`config.mk`:
```
export PLATFORM = sky130hd
export DESIGN_NAME = bcd_seg7_driver
export DESIGN_NICKNAME = d
export VERILOG_FILES = /design/src/rtl/bcd_seg7_driver.sv
export SDC_FILE = /design/constraint.sdc
export NUM_CORES = 1
export LEC_CHECK = 0
export CORE_ASPECT_RATIO = 1.2
export CORE_MARGIN = 5
export CORE_UTILIZATION = 53
export DETAILED_ROUTE_END_ITERATION = 7
export PLACE_DENSITY = 0.77
export SYNTH_ARGS = -nofsm -noshare
export SYNTH_HDL_FRONTEND = slang
export SYNTH_SLANG_ARGS = --single-unit
```
`constraint.sdc`:
```
create_clock -name clk -period 4.8 [get_ports clk]
set_clock_uncertainty 0.1 [all_clocks]
set_input_delay 0.72 -clock clk [delete_from_list [all_inputs] [get_ports clk]]
set_output_delay 0.72 -clock clk [all_outputs]
set_load 0.02 [all_outputs]
```
`src/rtl/bcd_seg7_driver.sv`:
```
// Converts a CPU-written 32-bit unsigned value to decimal with a sequential
// double-dabble engine and drives eight active-low seven-segment displays.
module bcd_seg7_driver #(
  parameter bit BLANK_LZ = 1'b1
) (
  input  logic        clk,
  input  logic        rst,
  input  logic        io_we,
  input  logic [31:0] io_data,
  output logic        busy,
  output logic        ovf,
  output logic [6:0]  HEX0,
  output logic [6:0]  HEX1,
  output logic [6:0]  HEX2,
  output logic [6:0]  HEX3,
  output logic [6:0]  HEX4,
  output logic [6:0]  HEX5,
  output logic [6:0]  HEX6,
  output logic [6:0]  HEX7
);

  typedef enum logic [1:0] {IDLE, LOAD, SHIFT, UPDATE} state_t;

  state_t      state, state_nxt;
  logic        pending;
  logic [31:0] pend_val;
  logic [31:0] bin_sr;
  logic [39:0] bcd;
  logic [39:0] bcd_adj;
  logic [4:0]  cnt;
  logic [6:0]  hex_r [8];
  logic [6:0]  hex_nxt [8];
  logic        ovf_nxt;

  function automatic logic [39:0] dabble_adjust(input logic [39:0] b);
    logic [39:0] r;
    r = b;
    for (int i = 0; i < 10; i++) begin
      if (b[4*i +: 4] >= 4'd5) r[4*i +: 4] = b[4*i +: 4] + 4'd3;
    end
    return r;
  endfunction

  function automatic logic [6:0] seg7(input logic [3:0] d);
    case (d)
      4'd0:    seg7 = 7'h40;
      4'd1:    seg7 = 7'h79;
      4'd2:    seg7 = 7'h24;
      4'd3:    seg7 = 7'h30;
      4'd4:    seg7 = 7'h19;
      4'd5:    seg7 = 7'h12;
      4'd6:    seg7 = 7'h02;
      4'd7:    seg7 = 7'h78;
      4'd8:    seg7 = 7'h00;
      4'd9:    seg7 = 7'h10;
      default: seg7 = 7'h7F;
    endcase
  endfunction

  assign bcd_adj = dabble_adjust(bcd);

  always_comb begin
    state_nxt = state;
    case (state)
      IDLE:    if (pending) state_nxt = LOAD;
      LOAD:    state_nxt = SHIFT;
      SHIFT:   if (cnt == 5'd31) state_nxt = UPDATE;
      UPDATE:  state_nxt = IDLE;
      default: state_nxt = IDLE;
    endcase
  end

  // Segment images from the finished BCD word; leading zeros blank only in range
  always_comb begin
    logic seen;
    seen    = 1'b0;
    ovf_nxt = (bcd[39:32] != 8'd0);
    for (int i = 7; i >= 0; i--) begin
      seen       = seen | (bcd[4*i +: 4] != 4'd0) | (i == 0);
      hex_nxt[i] = (BLANK_LZ && !ovf_nxt && !seen) ? 7'h7F : seg7(bcd[4*i +: 4]);
    end
  end

  always_ff @(posedge clk) begin
    if (rst) begin
      state   <= IDLE;
      pending <= 1'b0;
      ovf     <= 1'b0;
      for (int i = 0; i < 8; i++) hex_r[i] <= 7'h7F;
    end else begin
      state <= state_nxt;
      if (io_we)                          pending <= 1'b1;
      else if (state == IDLE && pending)  pending <= 1'b0;
      if (state == UPDATE) begin
        ovf <= ovf_nxt;
        for (int i = 0; i < 8; i++) hex_r[i] <= hex_nxt[i];
      end
    end
  end

  always_ff @(posedge clk) begin
    if (io_we) pend_val <= io_data;
    case (state)
      LOAD: begin
        bin_sr <= pend_val;
        bcd    <= 40'd0;
        cnt    <= 5'd0;
      end
      SHIFT: begin
        bcd    <= {bcd_adj[38:0], bin_sr[31]};
        bin_sr <= {bin_sr[30:0], 1'b0};
        cnt    <= cnt + 5'd1;
      end
      default: ;
    endcase
  end

  assign busy = (state != IDLE) | pending;
  assign HEX0 = hex_r[0];
  assign HEX1 = hex_r[1];
  assign HEX2 = hex_r[2];
  assign HEX3 = hex_r[3];
  assign HEX4 = hex_r[4];
  assign HEX5 = hex_r[5];
  assign HEX6 = hex_r[6];
  assign HEX7 = hex_r[7];

endmodule

```
==> impl_metrics.py <==
metrics = {
    "floorplanning": {
        "die-area_um2": 23710,
        "die_w_um": 141.4,
        "rows": 57,
        "initial_core_util_pct": 54.02,
        "core_um2": 20330,
        "fp.dieH_um": 167.7,
        "io_pins": 93,
    },
    "synth": {
        "synthArstFlopShare_pct": 0,
        "synthDominantCellAreaShare_pct": 45.12,
        "synth_area_um2": 10980,
        "yosysUniqueCellTypes": 68,
        "synth_cells": 875,
        "synth.avg_cell_area_um2": 12.55,
        "syn_nets": 985,
        "seq_area_frac_synth_pct": 56.06,
        "ys_seq_elements": 225,
        "synth_area_leaders": "edfxtp_1, dfxtp_1, ha_1, mux2_2, a21oi_1",
        "ys_warn_count": 0,
        "ys.flop_type": "edfxtp_1",
        "yosys.area.top_type": "edfxtp_1",
        "synth_edf_count": 165,
    },
    "setup_path": {
        "crit_slowest_cell": "ha_4",
        "critPathBufInv": 2,
        "path_cells": "inv_1 -> ha_4 -> buf_12 -> mux2i_1 -> ha_1 -> mux2i_1 -> nor2_1 -> a31oi_1 -> o31a_1 -> mux2_2",
        "crit_top_cell": "mux2i_1",
        "start_kind": "flip-flop",
        "path_delay_family": "adder cells",
        "slowest_delay_ps": 640,
        "cp.required_ps": 5100,
        "crit_fanout": 78,
        "criticalPathCategory": "reg -> reg",
        "endpoint_kind": "flip-flop",
        "crit_arrival_ps": 3430,
    },
    "drt": {
        "route.detailed.drc": 0,
        "vias": 6684,
        "drt-total-wl_mm": 18.43,
        "wl_per_cell_um": 14.70,
        "drt_iter0_drc": 381,
        "drtPass1Iterations": 5,
        "ant_nets": 0,
        "vias_per_cell": 5.330,
    },
    "cts": {
        "ctsRootBufferMaster": "clkbuf_16",
        "cts.sinks": 225,
        "hold_buffers": 0,
        "cts_buffers": 23,
        "cts_tree": "done",
        "ctsResizeCount": 0,
        "clk_latency_ps": 510,
        "cts.htree.levels": 1,
        "clock_path_buffers": 3,
        "post-cts-setup-buffers": 0,
        "clkTransAtPathRegs_ps": 60,
    },
    "min_path": {
        "hold_path.class": "reg -> reg",
    },
    "timing": {
        "fin_setup_tns_ps": 0,
        "rsz0062_at_grt": "no",
        "slew_headroom_pct": 37.73,
        "finalCritPeriodShare_pct": 65.17,
        "tightest_slew_ps": 934.0,
        "setup_viol": 0,
        "hold_viol": 0,
        "holdWs_ps": 378.7,
        "clock.fmax_mhz": 319.7,
        "report.final.slew_viol_count": 0,
        "finalCriticalPeriod_ps": 3128,
    },
    "cells_and_area": {
        "final_nets": 1082,
        "n_fill_cell": 1600,
        "layout-drive-gt1-share_pct": 15.77,
        "design_area_um2": 12900,
        "diodes": 0,
        "layoutNonFillerInstCount": 1254,
        "area_growth_pct": 17.49,
    },
    "global_route": {
        "grt_usage_pct": 15.69,
        "antenna_found_initial": 0,
        "overflow": 0,
        "first_global_vias": 6601,
        "grt_pass1_wl_mm": 31.23,
        "grt_max_degree": 79,
    },
    "placement": {
        "place_inst": 1212,
        "place_congestion": 0.8452,
        "io_buffers": 92,
        "dpl_cell_area_um2": 12150,
        "place.detailed.hpwl_mm": 12.77,
    },
    "pwr": {
        "vdd_drop_max_mv": 0.5729,
        "p_leak_nw": 4.792,
        "power.density_nw_per_um2": 743.4,
    },
    "run_status": {
        "status": "completed",
    },
    "flow_run": {
        "drv_cap": 0,
    },
}
cells in the final DEF, fill, tap and decap left out, drive strengths merged, types with 22 or more instances in the layout:
cell           Yosys  final
a21oi             53     53
and2              22     22
clkbuf             6     36
clkdlybuf4s50      0     92
dfxtp             60     60
edfxtp           165    165
ha                75     75
inv               53     55
mux2              37     37
mux2i             25     25
nand2             34     34
nor2              57     57
o21ai             25     25
or2               29     29
layout make-up:
type                            count  area [um2]  share of cell area, %
Clock buffer                       36       688.2                  5.334
Multi-Input combinational cell    566        4448                  34.48
Sequential cell                   225        6156                  47.72
Clock inverter                      6       62.56                 0.4849
Inverter                           53       198.9                  1.542
Timing Repair Buffer              103        1016                  7.875
Tap cell                          265       331.6                  2.570
through the flow:
| stage | util, % | setup slack, ps | power [mW] |
|---|---|---|---|
| 3_5_place_dp | 59.78 | 1674 | 7.883 |
| 3_3_place_gp | 59.78 | 1809 | 7.781 |
| 5_1_grt | 63.47 | 1443 | 10.36 |
| 2_1_floorplan | - | 347.0 | 6.976 |
| 4_1_cts | 63.47 | 1659 | 9.676 |
| 6_report | 63.47 | 1672 | 9.591 |
logic make-up after synthesis:
group	share of synthesized area, %
AND/OR/NAND/NOR	12.04
flip-flops	56.06
AO/OA/AOI/OAI	11.66
buffers and inverters	3.566
adder cells (fa/ha/maj)	8.546
multiplexers	6.370
XOR/XNOR	1.755
routing by layer:
layer,track usage [%],part of all wire (%)
met1,19.04,42
met2,27.95,50
met3,3.052,5.4
met4,5.175,2.6
met5,0,0
power breakdown:
| part | switching, mW | internal [mW] |
|---|---|---|
| Sequential | 0.381 | 3.02 |
| Clock | 0.700 | 1.04 |
| Combinational | 2.58 | 1.87 |
Yosys cell counts, drive strengths merged, types with 2 or more instances:
library cell / count
edfxtp: 165
ha: 75
dfxtp: 60
nor2: 57
a21oi: 53
inv: 53
mux2: 37
nand2: 34
or2: 29
buf: 25
mux2i: 25
o21ai: 25
and2: 22
nand2b: 21
or3: 21
xnor2: 18
a211oi: 15
nor3b: 15
o21a: 13
a21o: 11
nor3: 9
a2bb2oi: 7
a31oi: 7
a221o: 6
clkbuf: 6
nand3: 6
nor2b: 6
a221oi: 5
a21boi: 4
a311oi: 4
and2b: 4
o31ai: 4
xor2: 4
o211ai: 3
o22a: 3
o31a: 3
a211o: 2
a22oi: 2
and3: 2
and4: 2
nand4: 2
nor4b: 2
o211a: 2
final timing paths:
path	start	to	slack, ps	cells past startpoint
min reg2reg	flip-flop	hex_r[1][2]$_SDFFCE_PP1P_	380	1
min	flip-flop	hex_r[1][2]$_SDFFCE_PP1P_	380	1
max reg2reg	state[1]$_SDFFE_PP0P_	flip-flop	1670	10
max	state[1]$_SDFFE_PP0P_	flip-flop	1670	10
No activity file was read; power rests on OpenSTA's default activity.
